<file path="src/rtl/mem_access_unit_if.sv">
// mem_access_unit_if: request/response handshake and unified memory bus of the load/store unit
//  master: requester + memory side (drives req_*, mem_rdata)
//  slave : mem_access_unit (drives req_ready, resp_*, mem_* strobes/data)
interface mem_access_unit_if #(parameter int ADDR_W = 12);
  logic              req_valid;
  logic              req_ready;
  logic              req_write;
  logic [31:0]       req_addr;
  logic [2:0]        req_funct3;
  logic [31:0]       req_wdata;
  logic              resp_valid;
  logic [31:0]       resp_rdata;
  logic              resp_fault;
  logic              mem_en;
  logic              mem_we;
  logic [ADDR_W-1:0] mem_addr;
  logic [3:0]        mem_wmask;
  logic [31:0]       mem_wdata;
  logic [31:0]       mem_rdata;
  modport master (
    output req_valid, req_write, req_addr, req_funct3, req_wdata, mem_rdata,
    input  req_ready, resp_valid, resp_rdata, resp_fault, mem_en, mem_we, mem_addr, mem_wmask, mem_wdata
  );
  modport slave (
    input  req_valid, req_write, req_addr, req_funct3, req_wdata, mem_rdata,
    output req_ready, resp_valid, resp_rdata, resp_fault, mem_en, mem_we, mem_addr, mem_wmask, mem_wdata
  );
endinterface

</file>
<file path="src/rtl/mem_access_unit.sv">
// mem_access_unit: sized load/store front end with alignment/range checks, lane masks and load extension
//  clk, rst : clock, asynchronous active-high reset
//  bus      : mem_access_unit_if.slave (request/response handshake + word-addressed memory port)
//  Params   : ADDR_W memory word-address width, MEM_LATENCY 1..4 cycles from mem_en to mem_rdata
module mem_access_unit #(
  parameter int ADDR_W      = 12,
  parameter int MEM_LATENCY = 1
) (
  input logic clk,
  input logic rst,
  mem_access_unit_if.slave bus
);
  typedef enum logic [1:0] {IDLE, ISSUE, WAIT, RESP} state_t;
  state_t            state, state_n;
  logic [1:0]        cnt;
  logic [1:0]        lat_a;
  logic [2:0]        lat_f3;
  logic              lat_wr;
  logic              fault;
  logic [3:0]        mask;
  logic [31:0]       rep_data;
  logic [7:0]        sel_b;
  logic [15:0]       sel_h;
  logic [31:0]       ld_data;
  logic              ready_d, valid_d, fault_d, en_d, we_d;
  logic [31:0]       rdata_d, wdata_d;
  logic [ADDR_W-1:0] addr_d;
  logic [3:0]        wmask_d;
  // funct3[1:0] encodes width (00 B, 01 H, 10 W); stores have no unsigned forms
  always_comb begin
    fault = (bus.req_write ? (bus.req_funct3[2] || bus.req_funct3[1:0] == 2'b11)
                           : (bus.req_funct3[1:0] == 2'b11 || bus.req_funct3 == 3'b110))
         || (bus.req_funct3[1:0] == 2'b01 && bus.req_addr[0])
         || (bus.req_funct3[1:0] == 2'b10 && bus.req_addr[1:0] != 2'b00)
         || (|bus.req_addr[31:ADDR_W+2]);
    mask = bus.req_funct3[1:0] == 2'b00 ? 4'b0001 << bus.req_addr[1:0] :
           bus.req_funct3[1:0] == 2'b01 ? 4'b0011 << bus.req_addr[1:0] : 4'b1111;
    rep_data = bus.req_funct3[1:0] == 2'b00 ? {4{bus.req_wdata[7:0]}} :
               bus.req_funct3[1:0] == 2'b01 ? {2{bus.req_wdata[15:0]}} : bus.req_wdata;
  end
  always_ff @(posedge clk or posedge rst)
    if (rst) state <= IDLE;
    else state <= state_n;
  always_comb begin
    state_n = state;
    case (state)
      IDLE:    if (bus.req_valid) state_n = fault ? RESP : ISSUE;
      ISSUE:   state_n = WAIT;
      WAIT:    if (cnt == 2'd0) state_n = RESP;
      default: state_n = IDLE;
    endcase
  end
  // cnt is reloaded on every ISSUE, so wrapping after the last WAIT cycle is harmless
  always_ff @(posedge clk or posedge rst)
    if (rst) begin
      cnt    <= '0;
      lat_a  <= '0;
      lat_f3 <= '0;
      lat_wr <= 1'b0;
    end else begin
      cnt <= state == ISSUE ? 2'(MEM_LATENCY - 1) : cnt - 2'd1;
      if (state == IDLE && bus.req_valid) begin
        lat_a  <= bus.req_addr[1:0];
        lat_f3 <= bus.req_funct3;
        lat_wr <= bus.req_write;
      end
    end
  always_comb begin
    sel_b   = bus.mem_rdata[{lat_a, 3'b000} +: 8];
    sel_h   = lat_a[1] ? bus.mem_rdata[31:16] : bus.mem_rdata[15:0];
    ld_data = lat_f3[1] ? bus.mem_rdata :
              lat_f3[0] ? {{16{!lat_f3[2] && sel_h[15]}}, sel_h} : {{24{!lat_f3[2] && sel_b[7]}}, sel_b};
  end
  // outputs are computed from the upcoming state and registered, so they change with the state
  always_comb begin
    ready_d = state_n == IDLE;
    valid_d = state_n == RESP;
    fault_d = state == IDLE && state_n == RESP;
    en_d    = state_n == ISSUE;
    we_d    = en_d && bus.req_write;
    rdata_d = !valid_d ? bus.resp_rdata : (state == WAIT && !lat_wr) ? ld_data : 32'd0;
    addr_d  = en_d ? bus.req_addr[ADDR_W+1:2] : bus.mem_addr;
    wmask_d = en_d ? (bus.req_write ? mask : 4'b0000) : bus.mem_wmask;
    wdata_d = en_d ? rep_data : bus.mem_wdata;
  end
  always_ff @(posedge clk or posedge rst)
    if (rst) begin
      bus.req_ready  <= 1'b1;
      bus.resp_valid <= 1'b0;
      bus.resp_fault <= 1'b0;
      bus.resp_rdata <= '0;
      bus.mem_en     <= 1'b0;
      bus.mem_we     <= 1'b0;
      bus.mem_addr   <= '0;
      bus.mem_wmask  <= '0;
      bus.mem_wdata  <= '0;
    end else begin
      bus.req_ready  <= ready_d;
      bus.resp_valid <= valid_d;
      bus.resp_fault <= fault_d;
      bus.resp_rdata <= rdata_d;
      bus.mem_en     <= en_d;
      bus.mem_we     <= we_d;
      bus.mem_addr   <= addr_d;
      bus.mem_wmask  <= wmask_d;
      bus.mem_wdata  <= wdata_d;
    end
endmodule
</file>
<file path="src/flat_wrapper.sv">
// flat-port wrapper written by rule: the top's interface ports become plain ports
module mem_access_unit_flat 
#(
  parameter int ADDR_W      = 12,
  parameter int MEM_LATENCY = 1
)
  (clk, rst, bus_req_valid, bus_req_write, bus_req_addr, bus_req_funct3, bus_req_wdata, bus_mem_rdata, bus_req_ready, bus_resp_valid, bus_resp_rdata, bus_resp_fault, bus_mem_en, bus_mem_we, bus_mem_addr, bus_mem_wmask, bus_mem_wdata);
  mem_access_unit_if #(.ADDR_W(ADDR_W)) bus_i ();
  input logic clk;
  input logic rst;
  input wire logic [$bits(bus_i.req_valid)-1:0] bus_req_valid;
  input wire logic [$bits(bus_i.req_write)-1:0] bus_req_write;
  input wire logic [$bits(bus_i.req_addr)-1:0] bus_req_addr;
  input wire logic [$bits(bus_i.req_funct3)-1:0] bus_req_funct3;
  input wire logic [$bits(bus_i.req_wdata)-1:0] bus_req_wdata;
  input wire logic [$bits(bus_i.mem_rdata)-1:0] bus_mem_rdata;
  output wire logic [$bits(bus_i.req_ready)-1:0] bus_req_ready;
  output wire logic [$bits(bus_i.resp_valid)-1:0] bus_resp_valid;
  output wire logic [$bits(bus_i.resp_rdata)-1:0] bus_resp_rdata;
  output wire logic [$bits(bus_i.resp_fault)-1:0] bus_resp_fault;
  output wire logic [$bits(bus_i.mem_en)-1:0] bus_mem_en;
  output wire logic [$bits(bus_i.mem_we)-1:0] bus_mem_we;
  output wire logic [$bits(bus_i.mem_addr)-1:0] bus_mem_addr;
  output wire logic [$bits(bus_i.mem_wmask)-1:0] bus_mem_wmask;
  output wire logic [$bits(bus_i.mem_wdata)-1:0] bus_mem_wdata;
  assign bus_i.req_valid = bus_req_valid;
  assign bus_i.req_write = bus_req_write;
  assign bus_i.req_addr = bus_req_addr;
  assign bus_i.req_funct3 = bus_req_funct3;
  assign bus_i.req_wdata = bus_req_wdata;
  assign bus_i.mem_rdata = bus_mem_rdata;
  assign bus_req_ready = bus_i.req_ready;
  assign bus_resp_valid = bus_i.resp_valid;
  assign bus_resp_rdata = bus_i.resp_rdata;
  assign bus_resp_fault = bus_i.resp_fault;
  assign bus_mem_en = bus_i.mem_en;
  assign bus_mem_we = bus_i.mem_we;
  assign bus_mem_addr = bus_i.mem_addr;
  assign bus_mem_wmask = bus_i.mem_wmask;
  assign bus_mem_wdata = bus_i.mem_wdata;
  mem_access_unit #(.ADDR_W(ADDR_W), .MEM_LATENCY(MEM_LATENCY)) u_core (.clk(clk), .rst(rst), .bus(bus_i));
endmodule
</file>
<file path="config.mk">
export PLATFORM = sky130hd
export DESIGN_NAME = mem_access_unit_flat
export DESIGN_NICKNAME = d
export VERILOG_FILES = /design/src/rtl/mem_access_unit_if.sv /design/src/rtl/mem_access_unit.sv /design/src/flat_wrapper.sv
export SDC_FILE = /design/constraint.sdc
export NUM_CORES = 1
export LEC_CHECK = 0
export BUFFER_PORTS_ARGS = -buffer_cell sky130_fd_sc_hd__clkbuf_2
export CORE_ASPECT_RATIO = 1.75
export CORE_MARGIN = 2
export CORE_UTILIZATION = 50
export CTS_CLUSTER_SIZE = 20
export DETAILED_ROUTE_END_ITERATION = 10
export PLACE_DENSITY = 0.83
export SLEW_MARGIN = 15
export SYNTH_ARGS = -nofsm -noshare
export SYNTH_HDL_FRONTEND = slang
export SYNTH_SLANG_ARGS = --single-unit
</file>
<file path="constraint.sdc">
create_clock -name clk -period 5.45 [get_ports clk]
set_clock_uncertainty 0.15 [all_clocks]
set_input_delay 1.09 -clock clk [delete_from_list [all_inputs] [get_ports clk]]
set_output_delay 1.09 -clock clk [all_outputs]
set_load 0.02 [all_outputs]
</file>
== After elaboration in Yosys (flattened, before gate mapping) ==
Index checks and enable logic that the tools add are counted.
W data, S select, Z words.

* Bits in registers: 95
* Output and inout port bits: 85
* Input bits: 103
* Logic and storage cells: 62

* Reduce and logical (&&, ||, !) cells: 21
* Mux-type cells: 15
* Shifts and indexed selects: 3
* Add/sub/neg operators: 1
* Eq/ne operators: 8

{| class="wikitable"
|+ Operators with widths
! operator !! number
|-
| $mux W32 || 5
|-
| $shiftx A32 B6 Y8 || 1
|-
| $reduce_or A18 Y1 || 1
|-
| $mux W16 || 1
|-
| $mux W4 || 3
|-
| $eq A2 B2 Y1 const B || 4
|-
| $logic_and A1 B1 Y1 || 8
|-
| $logic_not A2 Y1 || 4
|-
| $mux W2 || 4
|-
| $eq A2 B1 Y1 const B || 3
|-
| $pmux W2 S3 || 1
|-
| $logic_or A1 B1 Y1 || 5
|-
| $shl A1 B2 Y4 const A || 1
|-
| $shl A2 B2 Y4 const A || 1
|-
| $eq A3 B3 Y1 const B || 1
|-
| $logic_not A1 Y1 || 2
|-
| $reduce_bool A2 Y1 || 1
|-
| $sub A2 B1 Y2 const B || 1
|-
| $mux W1 || 1
|}

== Depth between registers and ports, before layout ==
Gate-level depths: netlist (run 1).

* Depth in word-level cells: 11
* Depth in mapped cells: 10
* Gate-level depth less buffers: 8

== Least setup slack after synthesis (run 1) ==
No wires, ideal clock.

* Path type: input-to-reg
* From: in bus_req_addr[16]
* To: reg u_core.bus.mem_wdata[24]
* Stages on the path: 7
* Required time: 5.172 ns
* Slack: 2.702 ns
* Arrival time: 2.471 ns
* Path buffers: 1
* Cells stage by stage: nor4_1 o2111ai_1 o21ai_4 nand2_2 inv_2 buf_4 mux2_1

* Word-level cells in the longest chain between the ends: 6

{| class="wikitable"
|+ RTL lines
! element !! line !! source
|-
| start: declaration || flat_wrapper.sv:13 || <nowiki>input wire logic [$bits(bus_i.req_addr)-1:0] bus_req_addr;</nowiki>
|-
| $reduce_or A18 Y1 || mem_access_unit.sv:35 || <nowiki>|| (|bus.req_addr[31:ADDR_W+2]);</nowiki>
|-
| $logic_or A1 B1 Y1 || mem_access_unit.sv:35 ||
|-
| $mux W2 (2 in series) || mem_access_unit.sv:47 || <nowiki>IDLE: if (bus.req_valid) state_n = fault ? RESP : ISSUE;</nowiki>
|-
| $pmux W2 S3 || mem_access_unit.sv:46 || <nowiki>case (state)</nowiki>
|-
| $eq A2 B1 Y1 || mem_access_unit.sv:79 || <nowiki>en_d = state_n == ISSUE;</nowiki>
|-
| end signal: assignment || mem_access_unit.sv:106 || <nowiki>bus.mem_wdata <= wdata_d;</nowiki>
|-
| end: declaration || mem_access_unit_if.sv:26 || <nowiki>output req_ready, resp_valid, resp_rdata, resp_fault, mem_en, mem_we, mem_addr, mem_wmask, mem_wdata</nowiki>
|}

No other way between the ends.
A chain may end at the register's enable or synchronous reset.

== Final worst setup path (run 1) ==
* From: in bus_req_funct3[1]
* To: reg u_core.bus.mem_wdata[31]

* Word-level cells in the longest chain between the ends: 10
* Elaborated cells on any way between the ends: 19
* Classes of those cells: 5 x eq/ne; 6 x mux; 8 x reduce/logical

{| class="wikitable"
|+ RTL lines
! element !! line !! source
|-
| start: declaration || flat_wrapper.sv:14 || <nowiki>input wire logic [$bits(bus_i.req_funct3)-1:0] bus_req_funct3;</nowiki>
|-
| $eq A3 B3 Y1 / $eq A2 B2 Y1 (equally long branches) || mem_access_unit.sv:32, mem_access_unit.sv:31 ||
|-
| $logic_or A1 B1 Y1, on equally long branches || mem_access_unit.sv:32, mem_access_unit.sv:31 ||
|-
| $mux W1 || mem_access_unit.sv:31 || <nowiki>fault = (bus.req_write ? (bus.req_funct3[2] || bus.req_funct3[1:0] == 2'b11)</nowiki>
|-
| $logic_or A1 B1 Y1 || mem_access_unit.sv:33 || <nowiki>|| (bus.req_funct3[1:0] == 2'b01 && bus.req_addr[0])</nowiki>
|-
| $logic_or A1 B1 Y1 || mem_access_unit.sv:34 || <nowiki>|| (bus.req_funct3[1:0] == 2'b10 && bus.req_addr[1:0] != 2'b00)</nowiki>
|-
| $logic_or A1 B1 Y1 || mem_access_unit.sv:35 ||
|-
| $mux W2 (2 in series) || mem_access_unit.sv:47 ||
|-
| $pmux W2 S3 || mem_access_unit.sv:46 ||
|-
| $eq A2 B1 Y1 || mem_access_unit.sv:79 ||
|}

Parallel ways exist; a longest one is shown, timed or not.

==> results_dict.tcl, run 1 <==
set metrics [dict create \
    run_status "finished clean" \
    grt-ovfl-total 0 \
    placement_rows 47 \
    wl_per_cell_um 17.01 \
    cts_hold_buffers 0 \
    power_leakage_uw 0.003047 \
    crit_slowest_cell "sky130_fd_sc_hd__inv_2" \
    via_count 4178 \
    ir_worst_vdd_uv 376.0 \
    p_per_area_nw_per_um2 629.0 \
    clockRootBuffer "sky130_fd_sc_hd__clkbuf_16" \
    cap_violations 0 \
    synth_fp_nets 575 \
    first_pass_iters 5 \
    max-slew-margin-rel_pct 40.48 \
    die_h_um 132.6 \
    pre_cts_ws_ns 1.079 \
    synthArstFlopShare_pct 100.0 \
    setup.worst_path.start_class "input pin" \
    clk_pin_slew_ns 0.06 \
    dieArea_um2 10270 \
    worstSetupPathType "input pin to flop" \
    tightestPinTransition_ns 0.8928 \
    antenna_found_initial 0 \
    boundaryPins 188 \
    ff2ff_setup_slack_ns 1.61 \
    synth.distinct_cells 40 \
    cts_resized 0 \
    fill_cells 775 \
    synth_enable_flop_cells 0 \
    cp_slowest_stage_delay_ns 0.61 \
    post_route_cells_drive_above_1_share_pct 37.30 \
    share_seq_of_total_power_pct 33.9 \
    via_per_inst 5.497 \
    switch_pwr_uw 1656 \
    synth.cell_area_um2 4725 \
    antenna_cells_inserted 0 \
    gp_congestion 0.8524 \
    comb_power_share_pct 49.7 \
    setup_viol_count_final 0 \
    total_cts_buffers 9 \
    finalInstanceArea_um2 5986 \
    cts_buffer_depth 2 \
    postCtsSetupBuffers 0 \
    max_freq_mhz 246.7 \
    post_synth.cell_area_avg_um2 10.20 \
    cp.arrival_ns 4.11 \
    synth_seq_area_share_pct 50.34 \
    hp-class "flop to flop" \
    worstSkewPairLatency_ns 0.33 \
    commonest_non_fill_non_tap_cells_in_the_layout "187 x sky130_fd_sc_hd__clkbuf_2, 94 x sky130_fd_sc_hd__dfrtp_1, 75 x sky130_fd_sc_hd__nand2_1, 53 x sky130_fd_sc_hd__o21ai_0, 50 x sky130_fd_sc_hd__a21oi_1" \
    core_region_area_um2 9350 \
    largest_net_degree_at_the_start_of_global_routing 60 \
    drt.antenna.violating_nets 0 \
    multi_input_comb_area_um2 2137 \
    postLayoutCoreUtil_pct 64.02 \
    htree_num_levels 3 \
    cts_num_sinks 95 \
    worst_slack_ns 1.397 \
    postSynth.topFlopCell "sky130_fd_sc_hd__dfrtp_1" \
    drt-total-wl_mm 12.93 \
    grt_setup_unrepaired "false" \
    end_kind "flop" \
    fin_worst_hold_slack_ns 0.2911 \
    crit_path_cell_trace "clkbuf_2, o21ai_0, nand4_1, o21ai_4, nand2_2, inv_2, mux2_1" \
    floorplan.die.width_um 77.48 \
    grt_pass1_vias 4199 \
    slew_viol_final 0 \
    syn-instance-count 463 \
    synth.ff_latch_count 95 \
    final_common_cell "sky130_fd_sc_hd__clkbuf_2" \
    placement.io_buffers 187 \
    grt_first_pass_wirelength_mm 20.42 \
    final_hold_viol_count 0 \
    placedInstanceArea_um2 5693 \
    layout.area.seq_um2 2379 \
    critical_path.max_fanout 32 \
    timing.final.crit_share_pct 74.36 \
    internal-power_uw 2109 \
    hpwl_mm 10.05 \
    groute.usage.overall_pct 25.47 \
    period_needed_ns 4.053 \
    detailedRoute.firstIterationViolations 208 \
    critPathTopFamily "buffers and inverters" \
    share_of_power_burned_in_the_clock_network_pct 16.4 \
    worst_ep_required_time_ns 5.51 \
    cts_tree "built" \
    initial_utilization_pct 50.53 \
    detail_route.drc_violations 0 \
    area_growth_syn_to_layout_pct 26.69 \
    power.switching_fraction_pct 43.99 \
    final_nets 745 \
    yosys_warnings 0 \
    timing.critical_path.buf_inv 2 \
    setup_total_negative_slack_ns 0 \
]
[flip-flops by register name, indices dropped and copies added (netlist names)]
| register | cells |
|---|---|
| u_core.lat_f3 | 3 |
| u_core.lat_a | 2 |
| u_core.bus.resp_fault | 1 |
| u_core.bus.resp_valid | 1 |
| u_core.bus.mem_wdata | 32 |
| u_core.bus.mem_en | 1 |
| u_core.state | 2 |
| u_core.cnt | 2 |
| u_core.bus.req_ready | 1 |
| u_core.bus.resp_rdata | 32 |
| u_core.bus.mem_wmask | 4 |
| u_core.bus.mem_we | 1 |
| u_core.lat_wr | 1 |
| u_core.bus.mem_addr | 12 |
[power groups by stage]
| stage | clock network [µW] | registers [µW] | logic (µW) |
|---|---|---|---|
| floorplan | 0 | 1550 | 1060 |
| finish | 617 | 1280 | 1870 |
| detailed placement | 0 | 1290 | 1880 |
| CTS | 633 | 1280 | 1880 |
| global route | 667 | 1320 | 2020 |
| global placement | 0 | 1270 | 1820 |
[stage by stage]
stage	cells	total power (µW)
finish	760	3765
global route	760	4008
CTS	760	3795
detailed placement	744	3165
global placement	744	3089
floorplan	463	2606
[cells by family (layout without fill, tap and decap cells)]
group,after synthesis,in the layout,synth area share [%]
muxes,63,63,15.81
DFF,95,95,50.34
buffers and inverters,48,223,4.740
and+or+nand+nor,111,111,10.09
AOI/OAI and AO/OA,137,137,16.63
adders and majority gates,9,9,2.384
[per-layer routing]
layer	up-vias	global-route usage (%)	wire [µm]	part of all wire (%)
met3	42	4.843	755	5.8
li1	1963	-	-	-
met5	-	0	0	0
met4	0	15.08	595	4.6
met2	216	45.17	6895	53
met1	1957	27.76	4682	36
[layout make-up]
cell class | count | share of cell area, %
Sequential cell | 95 | 39.74
Multi-Input combinational cell | 320 | 35.70
Timing Repair Buffer | 190 | 16.01
Clock buffer | 13 | 4.181
Tap cell | 122 | 2.550
Inverter | 17 | 1.108
Clock inverter | 3 | 0.7107
[path summary, 6_finish.rpt]
path | from | to | depth (start not counted)
max in group asynchronous | rst | u_core.bus.mem_addr[9] | 3
worst max-delay path | bus_req_funct3[1] | u_core.bus.mem_wdata[31] | 7
worst min-delay path | u_core.cnt[0] | u_core.cnt[0] | 1
worst max register to register | u_core.state[0] | u_core.bus.mem_wdata[31] | 8
min in group asynchronous | rst | u_core.bus.resp_rdata[21] | 2
worst min register to register | u_core.cnt[0] | u_core.cnt[0] | 1
[cells in the mapped netlist, types with 2 or more instances]
cell / number / area share, %
sky130_fd_sc_hd__o21ai_0: 54 / 5.7
sky130_fd_sc_hd__inv_1: 16 / 1.3
sky130_fd_sc_hd__mux2i_1: 30 / 6.4
sky130_fd_sc_hd__mux2_4: 20 / 6.4
sky130_fd_sc_hd__ha_1: 9 / 2.4
sky130_fd_sc_hd__buf_2: 8 / 0.85
sky130_fd_sc_hd__mux2_2: 5 / 1.2
sky130_fd_sc_hd__a22oi_1: 8 / 1.3
sky130_fd_sc_hd__and3_1: 2 / 0.26
sky130_fd_sc_hd__nand2_1: 75 / 6.0
sky130_fd_sc_hd__and2_1: 2 / 0.26
sky130_fd_sc_hd__dfrtp_1: 94 / 50
sky130_fd_sc_hd__o221ai_1: 9 / 1.7
sky130_fd_sc_hd__nor2_1: 12 / 0.95
sky130_fd_sc_hd__a31oi_1: 7 / 0.93
sky130_fd_sc_hd__buf_6: 2 / 0.48
sky130_fd_sc_hd__mux2_1: 8 / 1.9
sky130_fd_sc_hd__nor4_1: 4 / 0.53
sky130_fd_sc_hd__a21oi_1: 51 / 5.4
sky130_fd_sc_hd__nor3_1: 7 / 0.74
sky130_fd_sc_hd__buf_4: 5 / 0.79
sky130_fd_sc_hd__nor2b_1: 3 / 0.40
sky130_fd_sc_hd__buf_1: 4 / 0.32
sky130_fd_sc_hd__clkbuf_1: 12 / 0.95
(Power assumes the default switching activity.)
==> run 2, diff against run 1 <==
--- a/config.mk
+++ b/config.mk
@@ -5,13 +5,14 @@
 export SDC_FILE = /design/constraint.sdc
 export NUM_CORES = 1
 export LEC_CHECK = 0
+export ABC_AREA = 1
 export BUFFER_PORTS_ARGS = -buffer_cell sky130_fd_sc_hd__clkbuf_2
 export CORE_ASPECT_RATIO = 1.75
 export CORE_MARGIN = 2
-export CORE_UTILIZATION = 50
+export CORE_UTILIZATION = 49
 export CTS_CLUSTER_SIZE = 20
 export DETAILED_ROUTE_END_ITERATION = 10
-export PLACE_DENSITY = 0.83
+export PLACE_DENSITY = 0.81
 export SLEW_MARGIN = 15
 export SYNTH_ARGS = -nofsm -noshare
 export SYNTH_HDL_FRONTEND = slang
==> constraint.sdc (replaced) <==
create_clock -name clk -period 3.9 [get_ports clk]
set_clock_uncertainty 0.15 [all_clocks]
set_input_delay 0.78 -clock clk [delete_from_list [all_inputs] [get_ports clk]]
set_output_delay 0.78 -clock clk [all_outputs]
set_load 0.02 [all_outputs]
==> results_dict.tcl, run 2 <==
set metrics [dict create \
    largest_net_degree_at_the_start_of_global_routing 75 \
    postSynth.topFlopCell "sky130_fd_sc_hd__dfrtp_1" \
    period_needed_ns 2.686 \
    via_per_inst 5.125 \
    leading_cell_types_by_total_area_after_synthesis "sky130_fd_sc_hd__dfrtp_1 49%, sky130_fd_sc_hd__nand2_1 18%, sky130_fd_sc_hd__a21oi_1 5.2%" \
    placement.io_buffers 187 \
    drt.antenna.violating_nets 0 \
    synth_mux_area_share_pct 0 \
    run_status "finished clean" \
    synthArstFlopShare_pct 100.0 \
    placement_rows 47 \
    dominant_combinational_cell_family_by_area_after_synthesis "simple AND/OR/NAND/NOR gates" \
    cts_buffer_depth 2 \
    total_cts_buffers 9 \
    htree_num_levels 3 \
    slew_viol_final 0 \
    syn-instance-count 629 \
    tightestPinTransition_ns 0.8909 \
    synth_fp_nets 741 \
    synth.cell_area_um2 4821 \
    setup_total_negative_slack_ns 0 \
    timing.final.crit_share_pct 68.88 \
    cts_tree "built" \
    worstSetupPathType "input pin to flop" \
    reg.largest.list "u_core.bus.mem_wdata x32, u_core.bus.resp_rdata x32, u_core.bus.mem_addr x12" \
    detail_route.drc_violations 0 \
    synth_top_cell_by_area "sky130_fd_sc_hd__dfrtp_1" \
    layout.area.seq_um2 2379 \
    worstSkewPairLatency_ns 0.34 \
    post_synth_fa_ha_maj_area_fraction_pct 2.336 \
    clockRootBuffer "sky130_fd_sc_hd__clkbuf_16" \
    share_of_the_synthesized_area_in_compound_gates_ao_oa_aoi_oai_pct 15.18 \
    grt-ovfl-total 0 \
    first_pass_iters 5 \
    fill_cells 859 \
    worst_slack_ns 1.214 \
    end_kind "flop" \
    postLayoutCoreUtil_pct 64.53 \
    critical_path.max_fanout 36 \
    initial_utilization_pct 50.60 \
    synth.cells.most_frequent "237 x sky130_fd_sc_hd__nand2_1, 94 x sky130_fd_sc_hd__dfrtp_1, 50 x sky130_fd_sc_hd__a21oi_1, 50 x sky130_fd_sc_hd__o21ai_0, 39 x sky130_fd_sc_hd__inv_1" \
    core_region_area_um2 9527 \
    area_growth_syn_to_layout_pct 27.51 \
    boundaryPins 188 \
    cts_num_sinks 95 \
    cp_slowest_stage_delay_ns 0.45 \
    final_common_cell "sky130_fd_sc_hd__nand2_1" \
    setup.worst_path.start_class "input pin" \
    cap_violations 0 \
    grt_first_pass_wirelength_mm 22.07 \
    p_per_area_nw_per_um2 881.9 \
    antenna_cells_inserted 0 \
    detailedRoute.firstIterationViolations 245 \
    via_count 4756 \
    clk_pin_slew_ns 0.07 \
    ir_worst_vdd_uv 475.8 \
    pre_cts_ws_ns 0.9286 \
    cp.arrival_ns 2.78 \
    crit_path_cell_trace "clkbuf_2, inv_1, ha_1, nand3_1, nand2_1, nand4_1, nand2_2, nand3_2, buf_4, o21ai_0" \
    synth_enable_flop_cells 0 \
    grt_pass1_vias 4774 \
    hp-class "flop to flop" \
    power_leakage_uw 0.003469 \
    yosys.area_share.simple_pct 25.77 \
    gp_congestion 0.8666 \
    final_nets 913 \
    setup_viol_count_final 0 \
    synth.ff_latch_count 95 \
    floorplan.die.width_um 78.98 \
    cts_resized 0 \
    most_common_cell_in_the_synthesized_netlist "sky130_fd_sc_hd__nand2_1" \
    antenna_found_initial 0 \
    max-slew-margin-rel_pct 40.61 \
    grt_setup_unrepaired "false" \
    yosys.area.top_type_share_pct 48.79 \
    hpwl_mm 10.27 \
    critPathTopFamily "simple AND/OR/NAND/NOR gates" \
    synth.distinct_cells 25 \
    commonest_non_fill_non_tap_cells_in_the_layout "237 x sky130_fd_sc_hd__nand2_1, 187 x sky130_fd_sc_hd__clkbuf_2, 94 x sky130_fd_sc_hd__dfrtp_1, 50 x sky130_fd_sc_hd__a21oi_1, 50 x sky130_fd_sc_hd__o21ai_0" \
    timing.critical_path.buf_inv 3 \
    post_route_cells_drive_above_1_share_pct 28.04 \
    power.total_uw 5421 \
    cts_hold_buffers 0 \
    multi_input_comb_area_um2 2087 \
    post_synth.cell_area_avg_um2 7.664 \
    drt-total-wl_mm 13.40 \
    max_freq_mhz 372.3 \
    worst_ep_required_time_ns 4.00 \
    synth_xor_area_share_pct 0 \
    die_h_um 135.2 \
    yosys_warnings 0 \
    fin_worst_hold_slack_ns 0.2732 \
    dieArea_um2 10680 \
    postCtsSetupBuffers 0 \
    synth_seq_area_share_pct 49.34 \
    crit_slowest_cell "sky130_fd_sc_hd__nand3_2" \
    final_hold_viol_count 0 \
    wl_per_cell_um 14.44 \
    groute.usage.overall_pct 26.34 \
]
[run 2: cell type report]
type | instances | share of cell area [%]
flip-flops and latches | 95 | 38.69
clock buffers | 9 | 3.664
repair buffers | 196 | 16.32
multi-input cells | 458 | 33.95
clock inverters | 7 | 2.320
well taps | 122 | 2.483
inverters | 41 | 2.565
[run 2: cells by family after synthesis]
group           count (synthesis)
simple gates                  311
compound gates                138
flops                          95
buf+inv                        76
fa+ha+maj                       9
[run 2: power breakdown]
group	total (µW)	switching [µW]	internal [µW]
Combinational	2640	1830	811
Sequential	1710	282	1420
Clock	1070	381	694
Total	5420	2490	2930
[run 2: path summary, 6_finish.rpt]
path                                  from                         to  slack [ns]  cells past startpoint
setup / recovery           bus_req_addr[1]   u_core.bus.mem_wdata[15]        1.21                     10
hold / removal               u_core.cnt[0]              u_core.cnt[0]        0.27                      1
setup reg to reg           u_core.state[1]   u_core.bus.mem_wdata[15]        1.32                      8
hold reg to reg              u_core.cnt[0]              u_core.cnt[0]        0.27                      1
max in group asynchronous              rst  u_core.bus.resp_rdata[13]        2.40                      3
min in group asynchronous              rst   u_core.bus.mem_wdata[31]        0.45                      2
[run 2: routing by layer]
| layer | global-route usage [%] | up-vias | wire length (µm) |
|---|---|---|---|
| met4 | 10.25 | 0 | 393 |
| met5 | 0 | - | 0 |
| met1 | 29.57 | 2153 | 4912 |
| met2 | 47.88 | 199 | 7165 |
| li1 | - | 2380 | - |
| met3 | 5.667 | 24 | 931 |
[run 2: through the flow]
step,cell area (µm²),instances
floorplan,4821,629
global placement,5779,912
detailed placement,5779,912
CTS,6147,928
global route,6147,928
finish,6147,928
==> run 3, diff against run 2 <==
--- a/config.mk
+++ b/config.mk
@@ -5,14 +5,14 @@
 export SDC_FILE = /design/constraint.sdc
 export NUM_CORES = 1
 export LEC_CHECK = 0
-export ABC_AREA = 1
+export ABC_AREA = 0
 export BUFFER_PORTS_ARGS = -buffer_cell sky130_fd_sc_hd__clkbuf_2
 export CORE_ASPECT_RATIO = 1.75
 export CORE_MARGIN = 2
 export CORE_UTILIZATION = 49
 export CTS_CLUSTER_SIZE = 20
 export DETAILED_ROUTE_END_ITERATION = 10
-export PLACE_DENSITY = 0.81
+export PLACE_DENSITY = 0.82
 export SLEW_MARGIN = 15
 export SYNTH_ARGS = -nofsm -noshare
 export SYNTH_HDL_FRONTEND = slang
==> constraint.sdc (replaced) <==
create_clock -name clk -period 2.5 [get_ports clk]
set_clock_uncertainty 0.15 [all_clocks]
set_input_delay 0.5 -clock clk [delete_from_list [all_inputs] [get_ports clk]]
set_output_delay 0.5 -clock clk [all_outputs]
set_load 0.02 [all_outputs]
==> results_dict.tcl, run 3 (synthesis gave the netlist of run 1 again) <==
set metrics [dict create \
    post-place-cells 761 \
    ir_worst_vdd_uv 744.1 \
    postCtsSetupBuffers 0 \
    p_per_area_nw_per_um2 1369 \
    worstSkewPairLatency_ns 0.34 \
    antenna_cells_inserted 0 \
    total_cts_buffers 9 \
    worst_ep_required_time_ns 2.56 \
    tightestPinTransition_ns 0.6034 \
    cts_hold_buffers 0 \
    cts_tree "built" \
    pre_cts_ws_ns -0.007035 \
    top_signal_layer_used "met4" \
    area_growth_syn_to_layout_pct 30.22 \
    detailedRoute.firstIterationViolations 176 \
    dieArea_um2 10470 \
    fill_cells 788 \
    worst_slack_ns 0.1435 \
    end_kind "flop" \
    cts_resized 0 \
    wl_met2_mm 6.823 \
    power_leakage_uw 0.003142 \
    htree_num_levels 3 \
    groute.usage.overall_pct 25.62 \
    startpoint "u_core.state[1]" \
    cts_buffer_depth 2 \
    run_status "finished clean" \
    setup_viol_count_final 0 \
    grt_first_pass_wirelength_mm 20.92 \
    clockRootBuffer "sky130_fd_sc_hd__clkbuf_16" \
    slew_viol_final 0 \
    detailed_route_wire_length_on_metal_1_mm 4.652 \
    clk_pin_slew_ns 0.07 \
    worstSetupPathType "flop to flop" \
    gp_congestion 0.8627 \
    setup.worst_path.start_class "flop" \
    largest_net_degree_at_the_start_of_global_routing 58 \
    drt-total-wl_mm 13.07 \
    final_hold_viol_count 0 \
    setup_total_negative_slack_ns 0 \
    drt.antenna.violating_nets 0 \
    hp-class "input pin to asynchronous set/reset pin" \
    placement_rows 47 \
    worst_r2r_startpoint "u_core.state[1]" \
    cp.arrival_ns 2.42 \
    timing.final.crit_share_pct 94.26 \
    post_route_cells_drive_above_1_share_pct 39.39 \
    core_region_area_um2 9409 \
    critical_path.max_fanout 13 \
    detailroute.wirelength.met3_um 857 \
    hpwl_mm 10.35 \
    cap_violations 0 \
    final_common_cell "sky130_fd_sc_hd__clkbuf_2" \
    fin_worst_hold_slack_ns 0.02616 \
    final_nets 762 \
    via_per_inst 5.538 \
    power.total_uw 8422 \
    antenna_found_initial 0 \
    detail_route.drc_violations 0 \
    reg.largest.list "u_core.bus.mem_wdata x32, u_core.bus.resp_rdata x32, u_core.bus.mem_addr x12" \
    grt_pass1_vias 4348 \
    via_count 4303 \
    max_freq_mhz 424.4 \
    boundaryPins 188 \
    placement.io_buffers 187 \
    period_needed_ns 2.356 \
    cts_num_sinks 95 \
    first_pass_iters 5 \
    initial_utilization_pct 50.21 \
    wl_per_cell_um 16.81 \
    grt-ovfl-total 0 \
    max-slew-margin-rel_pct 59.78 \
    commonest_non_fill_non_tap_cells_in_the_layout "187 x sky130_fd_sc_hd__clkbuf_2, 94 x sky130_fd_sc_hd__dfrtp_1, 74 x sky130_fd_sc_hd__nand2_1, 53 x sky130_fd_sc_hd__o21ai_0, 50 x sky130_fd_sc_hd__a21oi_1" \
    floorplan.die.width_um 78.23 \
    grt_setup_unrepaired "false" \
    die_h_um 133.9 \
    finish.cell_count_without_fillers 777 \
]
-- run 3: stage by stage --
| stage | instance area [µm²] | util (%) |
|---|---|---|
| floorplan | 4728 | - |
| global placement | 5847 | 62.14 |
| detailed placement | 5847 | 62.14 |
| CTS | 6145 | 65.31 |
| global route | 6152 | 65.39 |
| finish | 6152 | 65.39 |
-- run 3: final cells by class --
cell class / instances / area, µm² / share of cell area, %
clock inverter: 6 / 68.82 / 1.119
multi-input combinational: 320 / 2140 / 34.78
clock buffer: 10 / 229.0 / 3.722
tap: 122 / 152.6 / 2.481
sequential: 95 / 2379 / 38.66
timing repair buffer: 207 / 1115 / 18.12
inverter: 17 / 68.82 / 1.119
-- run 3: final timing paths --
check | to | slack, ns | cells after the start
setup / recovery | u_core.bus.mem_wdata[28] | 0.14 | 8
hold / removal | u_core.bus.resp_valid | 0.03 | 2
setup reg to reg | u_core.bus.mem_wdata[28] | 0.14 | 8
hold reg to reg | u_core.cnt[0] | 0.30 | 1
max in group asynchronous | u_core.bus.resp_rdata[20] | 1.45 | 3
min in group clk | u_core.bus.mem_addr[5] | 0.24 | 2
-- run 3: report_power, final --
group	switching (µW)	internal [µW]	leakage (µW)
sequential	466	2260	0.00118
clock	592	783	0.000143
combinational	2640	1690	0.00182
-- run 3: metal layers --
layer / GRT usage, % / vias to the layer above
li1: - / 2007
met1: 28.13 / 2032
met3: 4.643 / 42
met2: 44.83 / 222
met4: 16.47 / 0
met5: 0 / -
-- run 3: worst max-delay path, cell delays in order (launching register included) --
cell	delay, ns
sky130_fd_sc_hd__dfrtp_1	0.39
sky130_fd_sc_hd__inv_1	0.07
sky130_fd_sc_hd__ha_1	0.29
sky130_fd_sc_hd__nor4_1	0.30
sky130_fd_sc_hd__nand4_1	0.20
sky130_fd_sc_hd__o21ai_4	0.20
sky130_fd_sc_hd__nand2_2	0.09
sky130_fd_sc_hd__clkinv_2	0.18
sky130_fd_sc_hd__mux2_1	0.35
